--- src/rtl/spi_ram_arbiter.sv ---
// Decodes SPI command words and shares one RAM port with a parallel host port.
// Define ARB_FIXED_PRIO_EN to give SPI fixed priority instead of round-robin.
module spi_ram_arbiter #(
    parameter int unsigned DATA_WIDTH = 8,
    parameter int unsigned MEM_DEPTH  = 256,
    parameter int unsigned ADDR_WIDTH = 8
) (
    input  logic                  clk,
    input  logic                  rst,
    input  logic                  spi_cmd_valid,
    input  logic [DATA_WIDTH+1:0] spi_cmd,
    output logic                  spi_cmd_ready,
    output logic                  spi_rd_valid,
    output logic [DATA_WIDTH-1:0] spi_rd_data,
    input  logic                  host_req,
    input  logic                  host_we,
    input  logic [ADDR_WIDTH-1:0] host_addr,
    input  logic [DATA_WIDTH-1:0] host_wdata,
    output logic                  host_gnt,
    output logic                  host_rd_valid,
    output logic [DATA_WIDTH-1:0] host_rd_data,
    output logic                  ram_en,
    output logic                  ram_we,
    output logic [ADDR_WIDTH-1:0] ram_addr,
    output logic [DATA_WIDTH-1:0] ram_wdata,
    input  logic [DATA_WIDTH-1:0] ram_rdata
);

    typedef enum logic [1:0] {ARB_IDLE, ARB_SPI_GRANT, ARB_HOST_GRANT} arb_state_e;
    typedef enum logic [1:0] {
        OP_WR_ADDR = 2'b00,
        OP_WR_DATA = 2'b01,
        OP_RD_ADDR = 2'b10,
        OP_RD_DATA = 2'b11
    } spi_op_e;
    typedef enum logic {OWN_SPI = 1'b0, OWN_HOST = 1'b1} owner_e;

    function automatic logic [ADDR_WIDTH-1:0] addr_inc(input logic [ADDR_WIDTH-1:0] a);
        return (a == ADDR_WIDTH'(MEM_DEPTH - 1)) ? '0 : a + ADDR_WIDTH'(1);
    endfunction

    logic [ADDR_WIDTH-1:0] wr_addr_q, wr_addr_d, rd_addr_q, rd_addr_d;
    logic                  pend_valid_q, pend_valid_d, pend_we_q, pend_we_d;
    logic [ADDR_WIDTH-1:0] pend_addr_q, pend_addr_d;
    logic [DATA_WIDTH-1:0] pend_data_q, pend_data_d;
    logic                  ram_en_q, ram_en_d, ram_we_q, ram_we_d;
    logic [ADDR_WIDTH-1:0] ram_addr_q, ram_addr_d;
    logic [DATA_WIDTH-1:0] ram_wdata_q, ram_wdata_d;
    owner_e                acc_owner_q, acc_owner_d, ret_owner_q, ret_owner_d;
    logic                  ret_valid_q, ret_valid_d;
    logic [DATA_WIDTH-1:0] spi_rd_hold_q, spi_rd_hold_d, host_rd_hold_q, host_rd_hold_d;
`ifndef ARB_FIXED_PRIO_EN
    owner_e                last_winner_q, last_winner_d;
`endif

    arb_state_e            arb_state;
    logic                  spi_gnt;
    spi_op_e               spi_op;
    logic [DATA_WIDTH-1:0] spi_payload;

    assign spi_op      = spi_op_e'(spi_cmd[DATA_WIDTH+1:DATA_WIDTH]);
    assign spi_payload = spi_cmd[DATA_WIDTH-1:0];

    always_comb begin
        arb_state = ARB_IDLE;
        if (pend_valid_q && host_req) begin
`ifdef ARB_FIXED_PRIO_EN
            arb_state = ARB_SPI_GRANT;
`else
            arb_state = (last_winner_q == OWN_HOST) ? ARB_SPI_GRANT : ARB_HOST_GRANT;
`endif
        end else if (pend_valid_q) begin
            arb_state = ARB_SPI_GRANT;
        end else if (host_req) begin
            arb_state = ARB_HOST_GRANT;
        end
    end

    assign spi_gnt  = (arb_state == ARB_SPI_GRANT);
    assign host_gnt = (arb_state == ARB_HOST_GRANT);

`ifndef ARB_FIXED_PRIO_EN
    always_comb begin
        last_winner_d = last_winner_q;
        if (pend_valid_q && host_req) begin
            last_winner_d = host_gnt ? OWN_HOST : OWN_SPI;
        end
    end
`endif

    // Accept and grant are mutually exclusive: accept needs pend empty, grant needs it full.
    always_comb begin
        spi_cmd_ready = !pend_valid_q;
        wr_addr_d     = wr_addr_q;
        rd_addr_d     = rd_addr_q;
        pend_valid_d  = pend_valid_q;
        pend_we_d     = pend_we_q;
        pend_addr_d   = pend_addr_q;
        pend_data_d   = pend_data_q;
        if (spi_gnt) begin
            pend_valid_d = 1'b0;
        end
        if (spi_cmd_valid && spi_cmd_ready) begin
            unique case (spi_op)
                OP_WR_ADDR: wr_addr_d = ADDR_WIDTH'(spi_payload);
                OP_WR_DATA: begin
                    pend_valid_d = 1'b1;
                    pend_we_d    = 1'b1;
                    pend_addr_d  = wr_addr_q;
                    pend_data_d  = spi_payload;
                    wr_addr_d    = addr_inc(wr_addr_q);
                end
                OP_RD_ADDR: rd_addr_d = ADDR_WIDTH'(spi_payload);
                OP_RD_DATA: begin
                    pend_valid_d = 1'b1;
                    pend_we_d    = 1'b0;
                    pend_addr_d  = rd_addr_q;
                    rd_addr_d    = addr_inc(rd_addr_q);
                end
                default: ;
            endcase
        end
    end

    always_comb begin
        ram_en_d    = spi_gnt || host_gnt;
        ram_we_d    = 1'b0;
        ram_addr_d  = ram_addr_q;
        ram_wdata_d = ram_wdata_q;
        acc_owner_d = acc_owner_q;
        if (spi_gnt) begin
            ram_we_d    = pend_we_q;
            ram_addr_d  = pend_addr_q;
            ram_wdata_d = pend_data_q;
            acc_owner_d = OWN_SPI;
        end else if (host_gnt) begin
            ram_we_d    = host_we;
            ram_addr_d  = host_addr;
            ram_wdata_d = host_wdata;
            acc_owner_d = OWN_HOST;
        end
    end

    // Read data is routed straight from the RAM in the return cycle; the hold regs cover the gaps.
    always_comb begin
        ret_valid_d    = ram_en_q && !ram_we_q;
        ret_owner_d    = acc_owner_q;
        spi_rd_valid   = ret_valid_q && (ret_owner_q == OWN_SPI);
        host_rd_valid  = ret_valid_q && (ret_owner_q == OWN_HOST);
        spi_rd_data    = spi_rd_valid ? ram_rdata : spi_rd_hold_q;
        host_rd_data   = host_rd_valid ? ram_rdata : host_rd_hold_q;
        spi_rd_hold_d  = spi_rd_data;
        host_rd_hold_d = host_rd_data;
    end

    always_ff @(posedge clk or posedge rst) begin
        if (rst) begin
            wr_addr_q      <= '0;
            rd_addr_q      <= '0;
            pend_valid_q   <= 1'b0;
            pend_we_q      <= 1'b0;
            pend_addr_q    <= '0;
            pend_data_q    <= '0;
            ram_en_q       <= 1'b0;
            ram_we_q       <= 1'b0;
            ram_addr_q     <= '0;
            ram_wdata_q    <= '0;
            acc_owner_q    <= OWN_SPI;
            ret_valid_q    <= 1'b0;
            ret_owner_q    <= OWN_SPI;
            spi_rd_hold_q  <= '0;
            host_rd_hold_q <= '0;
`ifndef ARB_FIXED_PRIO_EN
            last_winner_q  <= OWN_HOST;
`endif
        end else begin
            wr_addr_q      <= wr_addr_d;
            rd_addr_q      <= rd_addr_d;
            pend_valid_q   <= pend_valid_d;
            pend_we_q      <= pend_we_d;
            pend_addr_q    <= pend_addr_d;
            pend_data_q    <= pend_data_d;
            ram_en_q       <= ram_en_d;
            ram_we_q       <= ram_we_d;
            ram_addr_q     <= ram_addr_d;
            ram_wdata_q    <= ram_wdata_d;
            acc_owner_q    <= acc_owner_d;
            ret_valid_q    <= ret_valid_d;
            ret_owner_q    <= ret_owner_d;
            spi_rd_hold_q  <= spi_rd_hold_d;
            host_rd_hold_q <= host_rd_hold_d;
`ifndef ARB_FIXED_PRIO_EN
            last_winner_q  <= last_winner_d;
`endif
        end
    end

    assign ram_en    = ram_en_q;
    assign ram_we    = ram_we_q;
    assign ram_addr  = ram_addr_q;
    assign ram_wdata = ram_wdata_q;

endmodule

--- config.mk ---
export PLATFORM = sky130hd
export DESIGN_NAME = spi_ram_arbiter
export DESIGN_NICKNAME = d
export VERILOG_FILES = /design/src/rtl/spi_ram_arbiter.sv
export SDC_FILE = /design/constraint.sdc
export NUM_CORES = 1
export LEC_CHECK = 0
export BUFFER_PORTS_ARGS = -buffer_cell sky130_fd_sc_hd__buf_4
export CORE_MARGIN = 2
export CORE_UTILIZATION = 55
export CTS_CLUSTER_SIZE = 28
export DETAILED_ROUTE_END_ITERATION = 10
export GPL_TIMING_DRIVEN = 0
export PLACE_DENSITY = 0.79
export SYNTH_ARGS = -nofsm -noshare
export SYNTH_HDL_FRONTEND = slang
export SYNTH_SLANG_ARGS = --single-unit
--- constraint.sdc ---
create_clock -name clk -period 2.95 [get_ports clk]
set_input_delay 0.295 -clock clk [delete_from_list [all_inputs] [get_ports clk]]
set_output_delay 0.295 -clock clk [all_outputs]
set_load 0.03 [all_outputs]
==> run metrics, run 1 <==
num ports=77; max incr delay on CP=0.48 ns; fmax=0.507 GHz; top_reg_cell synth=dfrtp_1; final wirelength=7860 um; max-slew violation count=0; status=completed; final core utilization=0.706; Yosys reg bits=72; RePlAce Congestion=0.951; Final #Nets=436; MaxCap Viol Count=0; period utilisation layout=0.669; Synth async-reset ratio=1.00; combinational power share=0.473; critical path arrival=2.24 ns; Final Hold Vio Count=0; class of the worst hold path=in -> async; Worst Setup Path Type=reg -> reg; sequential element share of the synthesized area=0.535; Syn-to-layout area delta=24.0%; Syn Area/Cell=10.9 sq um; fin crit period=1.97 ns; area fraction of the dominant cell type after synthesis=0.527; post-cts resize count=0; Net Switching=2.06 mW; post-synth top area cell=dfrtp_1; DR vias=2686; Mapped Nets=351; die height=82.3 um; Initial Util=0.569; share of cells above drive strength 1=0.329; # DRC=0; crit-path max FO=10; Post-Syn Instances=308; total grt overflow=0; yosys synthesis warning count=0; Core Rows=28; Crit. End Element=flop; post-DP HPWL=5770 um; IO buf count=74; area of the core=0.00592 sq mm; worst skew pair latency=0.35 ns; length in cells of the worst reg-to-reg path=7; CTS tree=built; sequential power share=0.387; root buf cell=clkbuf_8; first drt pass iteration count=4; LEAKAGE=1.94 nW; pwr/cell area=1140 mW/mm^2; Fill cells=449; Worst EP required=3.21 ns; Die ar.=0.00677 sq mm; Final setup viols=0; largest net degree at the start of global routing=73; Sw Ratio=0.432; H-tree levels=3; mapped cell area=0.00337 sq mm; crit-path cells=a21oi_1 > inv_1 > ha_1 > clkbuf_1 > clkbuf_1 > nand2_1 > o21ai_0; RSZ-0062 raised after global routing=false; total setup buffers inserted after CTS=0; Critical-path top delay cell=dfrtp_1; Post-synth EDFFs=0; Wirelength per Cell=16.6 um; cell mode on critical path=clkbuf_1; Netlist cell types=44; skew final=0.0142 ns; first-pass GRT wire length=12500 um; Peak VDD IR=0.711 mV; CTS buffer count=9; initial antenna violation count=0; Reg clk slew, reported paths=0.07 ns; Clock power frac=0.139; worst relative slew slack=0.418; vias in the first global route=2585; Ant. Diodes=0; ANT nets after route=0; setup TNS=0 ns; All-Layer GR Usage=0.247; Synth area leaders=dfrtp_1 53%, mux2i_1 5.1%, mux2_2 4.7%; 1st-iter DRT viols=154; Max clock buf depth=2; crit path launch type=flop; Clock Sinks=72; Die X-Extent=82.3 um; Slew @ Worst Pin=0.873 ns; hold_buf cts=0; Int Pwr=2.71 mW; Via density=5.68
registers in the layout, indices dropped and copies added (netlist names):
name	cells
pend_addr_q	8
ret_valid_q	1
acc_owner_q	1
ret_owner_q	1
wr_addr_q	8
ram_we	1
spi_rd_hold_q	8
pend_we_q	1
ram_en	1
host_rd_hold_q	8
ram_addr	8
rd_addr_q	8
pend_data_q	8
last_winner_q	1
pend_valid_q	1
ram_wdata	8
path summary, 6_finish.rpt:
kind | end | startpoint | slack (ns)
hold reg to reg | ret_owner_q | acc_owner_q | 0.38
setup reg to reg | ram_wdata[6] | pend_valid_q | 0.98
max in group asynchronous | spi_rd_hold_q[7] | rst | 2.25
hold / removal | rd_addr_q[5] | rst | 0.14
setup / recovery | ram_wdata[6] | pend_valid_q | 0.98
min in group clk | pend_data_q[3] | spi_cmd[3] | 0.19
through the flow:
stage	power [mW]	hold WS [ns]	area, sq um	setup WS (ns)	cells
after global routing	5.07	0.187	4180	0.789	473
after CTS	4.78	0.176	4180	0.958	473
after detailed placement	4.12	0.369	4020	0.979	457
after floorplan	3.31	0.354	3370	0.832	308
final	4.77	0.142	4180	0.976	473
after global placement	4.03	0.364	4020	-0.0381	457
per-layer routing:
metal | vias up | global-route usage | part of all wire
met5 | - | 0 | 0
met4 | 0 | 0.0950 | 0.020
met3 | 14 | 0.0533 | 0.072
met2 | 94 | 0.407 | 0.48
met1 | 1310 | 0.319 | 0.43
li1 | 1268 | - | -
logic make-up after synthesis:
family,share of synthesized area
compound gates,0.152
simple gates,0.115
flops,0.535
mux,0.143
buf+inv,0.0397
fa+ha+maj,0.0149
power by group through the flow:
stage / Clock, mW / Combinational (mW) / Sequential [mW]
2_1_floorplan: 0 / 1.33 / 1.98
3_3_place_gp: 0 / 2.20 / 1.83
3_5_place_dp: 0 / 2.27 / 1.86
4_1_cts: 0.663 / 2.28 / 1.84
5_1_grt: 0.710 / 2.45 / 1.91
6_report: 0.664 / 2.26 / 1.85
placed cells by master, fill, tap and decap left out, types with 3 or more instances in the layout:
cell       n
o21ai_0   26
o21a_1     3
a22o_1     3
clkbuf_1   7
mux2i_1   17
clkbuf_8   9
clkinv_2   3
o22ai_1   11
o21ai_1   17
nor2b_1    3
mux2_4     8
dfrtp_1   71
mux2_1     3
a21oi_1    7
a31oi_1    3
nor2_1     9
nand2_1   41
mux2_2    14
buf_2      5
buf_4     78
nand3_1    9
ha_1       4
o211ai_1   4
inv_1     11
final cells by class:
class,instances,area [sq um],area share
plain buffers,14,81.3,0.0195
clock buffers,12,135,0.0323
clock inverters,4,22.5,0.00539
inverters,14,55.1,0.0132
multi-input cells,208,1430,0.343
flip-flops and latches,72,1800,0.432
well taps,75,93.8,0.0225
repair buffers,74,556,0.133
cell usage after synthesis (5+ instances only):
library cell	number
dfrtp_1	71
nand2_1	41
o21ai_0	26
mux2i_1	17
o21ai_1	17
mux2_2	14
inv_1	12
o22ai_1	11
nand3_1	9
nor2_1	9
mux2_4	8
a21oi_1	7
buf_2	5
critical path, delay by kind of cell (launching register included):
family / cells / cell delay, ns
AND/OR/NAND/NOR: 1 / 0.11
adder cells (fa/ha/maj): 1 / 0.27
buffers and inverters: 3 / 0.74
flip-flops: 1 / 0.48
AO/OA/AOI/OAI: 2 / 0.30
Note: power is estimated with default switching activity, not from simulation.
==> run 2: changes to the inputs <==
--- a/config.mk
+++ b/config.mk
@@ -5,13 +5,14 @@
 export SDC_FILE = /design/constraint.sdc
 export NUM_CORES = 1
 export LEC_CHECK = 0
+export ABC_AREA = 1
 export BUFFER_PORTS_ARGS = -buffer_cell sky130_fd_sc_hd__buf_4
 export CORE_MARGIN = 2
-export CORE_UTILIZATION = 55
+export CORE_UTILIZATION = 54
 export CTS_CLUSTER_SIZE = 28
 export DETAILED_ROUTE_END_ITERATION = 10
 export GPL_TIMING_DRIVEN = 0
-export PLACE_DENSITY = 0.79
+export PLACE_DENSITY = 0.78
 export SYNTH_ARGS = -nofsm -noshare
 export SYNTH_HDL_FRONTEND = slang
 export SYNTH_SLANG_ARGS = --single-unit
==> constraint.sdc (replaced) <==
create_clock -name clk -period 1.9 [get_ports clk]
set_input_delay 0.19 -clock clk [delete_from_list [all_inputs] [get_ports clk]]
set_output_delay 0.19 -clock clk [all_outputs]
set_load 0.03 [all_outputs]
==> run 2 against run 1 <==
Global-route usage decreased by 0.43 points. Register-to-register slack worse by 0.82 ns. Critical path type unchanged. Core utilization rose by 1.1 points. Routed wire length increased by 2.4%. First-iteration DRC count grew 16%. Sequential cell count did not move. Critical endpoint unchanged. Clock skew decreased by 0.0056 ns.
==> run metrics, run 2 <==
Die X-Extent=83.3 um (was 82.3 um); sequential element share of the synthesized area=0.532 (was 0.535); post-DP HPWL=6170 um (was 5770 um); total setup buffers inserted after CTS=0 (unchanged); All-Layer GR Usage=0.243 (was 0.247); Post-Syn Instances=406 (was 308); pwr/cell area=1800 mW/mm^2 (was 1140 mW/mm^2); dpl ws=-0.0695 ns (was 0.979 ns); Final #Nets=537 (was 436); most frequent cell after synthesis=nand2_1 (was dfrtp_1); Slew @ Worst Pin=0.332 ns (was 0.873 ns); fin crit period=1.75 ns (was 1.97 ns); Synth area leaders=dfrtp_1 52%, nand2_1 9.2%, a21oi_1 7.2% (was dfrtp_1 53%, mux2i_1 5.1%, mux2_2 4.7%); Netlist cell types=28 (was 44); main combinational cell family by area after synthesis=simple AND/OR/NAND/NOR gates (was compound AO/OA/AOI/OAI gates); Die ar.=0.00693 sq mm (was 0.00677 sq mm); Wirelength per Cell=14.0 um (was 16.6 um); Worst Setup Path Type=reg -> reg (unchanged); Post-synth EDFFs=0 (unchanged); skew final=0.00854 ns (was 0.0142 ns); Storage cell area=0.00180 sq mm (unchanged); # DRC=0 (unchanged); Net Switching=3.51 mW (was 2.06 mW); Worst Slack Setup Final=0.155 ns (was 0.976 ns); CTS tree=built (unchanged); multi-input logic area=0.00135 sq mm (was 0.00143 sq mm); IO buf count=76 (was 74); Clock power frac=0.143 (was 0.139); Int Pwr=4.22 mW (was 2.71 mW); sequential power share=0.361 (was 0.387); critical path arrival=2.00 ns (was 2.24 ns); Final setup viols=0 (unchanged); Crit. End Element=flop (unchanged); H-tree levels=3 (unchanged); die height=83.3 um (was 82.3 um); CTS buffer count=9 (unchanged); worst relative slew slack=0.778 (was 0.418); Clock Sinks=72 (unchanged); first-pass GRT wire length=13400 um (was 12500 um); Syn-to-layout area delta=26.6% (was 24.0%); MaxCap Viol Count=0 (unchanged); period utilisation layout=0.918 (was 0.669); setup TNS=0 ns (unchanged); Synth async-reset ratio=1.00 (unchanged); Sw Ratio=0.454 (was 0.432); initial antenna violation count=0 (unchanged); fmax=0.573 GHz (was 0.507 GHz); crit-path cells=o21ai_1 > inv_1 > ha_1 > buf_2 > inv_4 > buf_2 > nor2_1 > a21oi_1 (was a21oi_1 > inv_1 > ha_1 > clkbuf_1 > clkbuf_1 > nand2_1 > o21ai_0); class of the worst hold path=in -> reg (was in -> async); mapped cell area=0.00339 sq mm (was 0.00337 sq mm); Compound-Gate Fraction of Synth Area=0.181 (was 0.152); 1st-iter DRT viols=179 (was 154); combinational power share=0.496 (was 0.473); root buf cell=clkbuf_8 (unchanged); Syn Area/Cell=8.35 sq um (was 10.9 sq um); top_reg_cell synth=dfrtp_1 (unchanged); Mapped Nets=449 (was 351); worst skew pair latency=0.34 ns (was 0.35 ns); Tot Pwr=7.73 mW (was 4.77 mW); crit-path max FO=10 (unchanged); commonest non-fill, non-tap cell in the layout=nand2_1 (was buf_4); Reg clk slew, reported paths=0.07 ns (about the same); Yosys reg bits=72 (unchanged); area fraction of the dominant cell type after synthesis=0.524 (was 0.527); area of the core=0.00599 sq mm (was 0.00592 sq mm); Initial Util=0.566 (was 0.569); Worst EP required=2.16 ns (was 3.21 ns); vias in the first global route=2796 (was 2585); Fill cells=472 (was 449); largest net degree at the start of global routing=32 (was 73); first drt pass iteration count=4 (unchanged); LEAKAGE=2.19 nW (was 1.94 nW); RSZ-0062 raised after global routing=false (unchanged); max incr delay on CP=0.55 ns (was 0.48 ns); status=completed (unchanged); Peak VDD IR=1.42 mV (was 0.711 mV); share of cells above drive strength 1=0.263 (was 0.329); Post-Synth Simple-Gate Area=0.186 (was 0.115); list of most frequent post-synthesis cells=83 x nand2_1, 71 x dfrtp_1, 49 x a21oi_1 (was 71 x dfrtp_1, 41 x nand2_1, 26 x o21ai_0); Via density=5.24 (was 5.68); Synth Area in XOR/XNOR=0 (unchanged); total grt overflow=0 (unchanged); Ant. Diodes=0 (unchanged); crit path launch type=flop (unchanged); Core Rows=28 (unchanged); post-synth top area cell=dfrtp_1 (unchanged); yosys synthesis warning count=0 (unchanged); DR vias=3005 (was 2686); max-slew violation count=0 (unchanged); hold slack=0.0948 ns (was 0.142 ns); Final Hold Vio Count=0 (unchanged); ANT nets after route=0 (unchanged); num ports=77 (unchanged); RePlAce Congestion=0.948 (was 0.951); cell mode on critical path=buf_2 (was clkbuf_1); Critical-path top delay cell=dfstp_2 (was dfrtp_1); final wirelength=8050 um (was 7860 um); mux share of post-synthesis cell area=0.0166 (was 0.143); Max clock buf depth=2 (unchanged); most frequent cells in the layout=82 x nand2_1, 77 x buf_4, 71 x dfrtp_1 (was 78 x buf_4, 71 x dfrtp_1, 41 x nand2_1); post-synthesis adder-cell area fraction=0.0148 (was 0.0149)
[run 2: cell types whose count changed after synthesis, sizes merged, moves of 4 or more]
cell / previous run / this run
mux2: 25 / 5
nand2: 41 / 86
a21oi: 9 / 50
mux2i: 17 / 0
inv: 14 / 43
o21ai: 44 / 56
o211ai: 4 / 0
a21boi: 0 / 4
o22ai: 11 / 0
nor2: 10 / 49
[run 2: kinds of logic after synthesis]
group | count (synthesis)
and+or+nand+nor | 151
muxes | 5
adders and majority gates | 4
buffers and inverters | 58
AOI/OAI and AO/OA | 116
DFF | 72
[run 2: power by group through the flow]
stage,Sequential [mW],Combinational (mW),Clock [mW]
after floorplan,3.07,2.21,0
after global placement,2.77,3.73,0
after detailed placement,2.80,3.82,0
after CTS,2.78,3.83,1.13
after global routing,2.88,4.22,1.21
final,2.79,3.84,1.10
[run 2: cell type report]
class | count | area share
plain buffers | 11 | 0.0149
clock buffers | 11 | 0.0353
clock inverters | 5 | 0.00728
inverters | 45 | 0.0411
multi-input cells | 276 | 0.315
flip-flops and latches | 72 | 0.420
well taps | 75 | 0.0219
repair buffers | 79 | 0.145
[run 2: routing by layer]
metal	routed length [um]	up-vias	GRT usage
met5	0	-	0
met4	113	0	0.0939
met3	431	10	0.0358
met2	3860	86	0.379
met1	3650	1408	0.344
li1	-	1501	-
[run 2: path summary, 6_finish.rpt]
path | slack [ns] | start | end | depth (start not counted)
setup / recovery | 0.15 | last_winner_q | ram_wdata[6] | 8
hold / removal | 0.09 | host_req | last_winner_q | 3
setup reg to reg | 0.15 | last_winner_q | ram_wdata[6] | 8
hold reg to reg | 0.38 | acc_owner_q | ret_owner_q | 0
max in group asynchronous | 0.78 | rst | last_winner_q | 5
min in group asynchronous | 0.38 | rst | ram_wdata[5] | 3
[run 2: stage by stage]
step	instance area, sq um	std cells	util
floorplan	3400	406	-
global placement	4060	557	0.678
detailed placement	4100	559	0.684
CTS	4290	574	0.716
global route	4290	574	0.717
finish	4290	574	0.717
[run 2: critical path: cells and delay by family, from the launching register on]
kind / cells / cell delay [ns]
AO/OA/AOI/OAI: 2 / 0.23
adder cells (fa/ha/maj): 1 / 0.21
buffers and inverters: 4 / 0.60
flip-flops: 1 / 0.55
AND/OR/NAND/NOR: 1 / 0.07
[run 2: what timing repair did]
item | in CTS | in global routing
setup endpoints to repair | 26 | 24
cloned | 0 | 0
hold buffers | 1 | 0
hold endpoints to repair | 12 | 0
gates resized for setup | 2 | 7
pin swaps | 0 | 0
==> run 3: changes to the inputs <==
==> constraint.sdc (replaced) <==
create_clock -name clk -period 1.9 [get_ports clk]
set_input_delay 0.095 -clock clk [delete_from_list [all_inputs] [get_ports clk]]
set_output_delay 0.095 -clock clk [all_outputs]
set_load 0.03 [all_outputs]
==> run 3 against run 2 <==
Cell area increased by 2.1%. Critical path depth decreased by 4. Critical path type is now reg -> out. Sequential cell count unchanged. Count of clock-buffer cells in the layout unchanged. Power increased by 0.69%. Maximum frequency decreased by 1.8%. Largest cell class unchanged. Non-clock buffer count increased by 9. Clock skew about the same. Die area unchanged. Global-route usage increased by 1.1 points. Critical endpoint is now host_rd_data[1].
==> run metrics, run 3 (synthesis gave the netlist of run 2 again) <==
fin crit period=1.78 ns (was 1.75 ns); Max clock buf depth=2 (unchanged); largest net degree at the start of global routing=32 (unchanged); class of the worst hold path=in -> reg (unchanged); RePlAce Congestion=0.948 (unchanged); Ant. Diodes=0 (unchanged); fin cells=583 (was 574); Peak VDD IR=1.50 mV (was 1.42 mV); setup TNS=0 ns (unchanged); Worst Setup Path Type=reg -> out (was reg -> reg); dpl ws=-0.0695 ns (unchanged); total grt overflow=0 (unchanged); Final Hold Vio Count=0 (unchanged); Final setup viols=0 (unchanged); placed instance area=0.00410 sq mm (unchanged); Inst Count DP=559 (unchanged); Worst Slack Setup Final=0.123 ns (was 0.155 ns); first drt pass iteration count=4 (unchanged); reg2reg setup slack=0.16 ns (was 0.15 ns); status=completed (unchanged); vias in the first global route=2863 (was 2796); All-Layer GR Usage=0.254 (was 0.243); Worst EP required=1.80 ns (was 2.16 ns); Hold Path Depth=3 (unchanged); Initial Util=0.566 (unchanged); # DRC=0 (unchanged); die height=83.3 um (unchanged); CTS tree=built (unchanged); ANT nets after route=0 (unchanged); H-tree levels=3 (unchanged); crit path launch type=flop (unchanged); max-slew violation count=0 (unchanged); area of the core=0.00599 sq mm (unchanged); reg-to-reg startpoint=pend_valid_q (was last_winner_q); skew final=0.00886 ns (was 0.00854 ns); Design Area, Final=0.00438 sq mm (was 0.00429 sq mm); num ports=77 (unchanged); Clock Sinks=72 (unchanged); critical path launch point=ret_owner_q (was last_winner_q); Slew @ Worst Pin=0.444 ns (was 0.332 ns); final wirelength=8310 um (was 8050 um); Via density=5.26 (was 5.24); Wirelength per Cell=14.3 um (was 14.0 um); share of cells above drive strength 1=0.256 (was 0.263); LEAKAGE=2.23 nW (was 2.19 nW); Syn-to-layout area delta=29.2% (was 26.6%); root buf cell=clkbuf_8 (unchanged); period utilisation layout=0.935 (was 0.918); 1st-iter DRT viols=188 (was 179); CTS buffer count=9 (unchanged); pwr/cell area=1780 mW/mm^2 (was 1800 mW/mm^2); Core Rows=28 (unchanged); fmax=0.563 GHz (was 0.573 GHz); most frequent cells in the layout=83 x nand2_1, 77 x buf_4, 71 x dfrtp_1 (was 82 x nand2_1, 77 x buf_4, 71 x dfrtp_1); worst relative slew slack=0.704 (was 0.778); post-DP HPWL=6170 um (unchanged); length in cells of the worst reg-to-reg path=8 (unchanged); MaxCap Viol Count=0 (unchanged); Die X-Extent=83.3 um (unchanged); RSZ-0062 raised after global routing=false (unchanged); DR vias=3066 (was 3005); IO buf count=76 (unchanged); Final #Nets=546 (was 537); first-pass GRT wire length=14000 um (was 13400 um); worst skew pair latency=0.34 ns (about the same); HP Start=host_addr[1] (was host_req); Crit. End Element=output pin (was flop); commonest non-fill, non-tap cell in the layout=nand2_1 (unchanged); initial antenna violation count=0 (unchanged); total setup buffers inserted after CTS=0 (unchanged); crit-path max FO=10 (unchanged); Reg clk slew, reported paths=0.08 ns (was 0.07 ns); critical path arrival=1.68 ns (was 2.00 ns); Die ar.=0.00693 sq mm (unchanged)
run 3: where the power goes:
| part | switching [mW] | total (mW) | internal, mW |
|---|---|---|---|
| logic | 2.48 | 3.89 | 1.40 |
| registers | 0.489 | 2.79 | 2.30 |
| clock network | 0.572 | 1.11 | 0.541 |
| total | 3.54 | 7.79 | 4.24 |
run 3: area by class of cell:
| class | instances | area (sq um) |
|---|---|---|
| well taps | 75 | 93.8 |
| fillers | 455 | 1610 |
| inverters | 45 | 178 |
| flip-flops and latches | 72 | 1800 |
| plain buffers | 12 | 73.8 |
| repair buffers | 87 | 701 |
| clock inverters | 5 | 31.3 |
| clock buffers | 11 | 151 |
| multi-input cells | 276 | 1350 |
run 3: worst paths after layout:
kind | to
min | ram_addr[1]
max in group asynchronous | last_winner_q
max | host_rd_data[1]
min in group asynchronous | ram_wdata[5]
max reg2reg | ram_addr[7]
min reg2reg | ret_owner_q
run 3: repair_timing:
action	in CTS	in global routing
gates resized for setup	2	9
endpoints found under the setup margin	12	20
hold buffers	9	0
pin swaps	0	0
endpoints found under the hold margin	20	0
run 3: layer usage:
metal  global-route usage  wire length, um  vias up
li1                     -                -     1521
met4                0.101              181        0
met1                0.356             3730     1450
met5                    0                0        -
met2                0.402             4010       78
met3               0.0338              393       17
run 3: critical path, stage by stage (launching register included):
cell and delay [ns]:
dfrtp_1 0.38, nand2_1 0.20, clkbuf_2 0.25, o21ai_0 0.29
buf_4 0.22
run 3: per-stage QoR:
step,power [mW],utilization,hold WS (ns)
3_5_place_dp,6.63,0.684,0.0886
5_1_grt,8.36,0.732,0.00465
3_3_place_gp,6.50,0.678,0.333
2_1_floorplan,5.28,-,0.208
6_report,7.79,0.732,0.00466
4_1_cts,7.76,0.730,0.00326
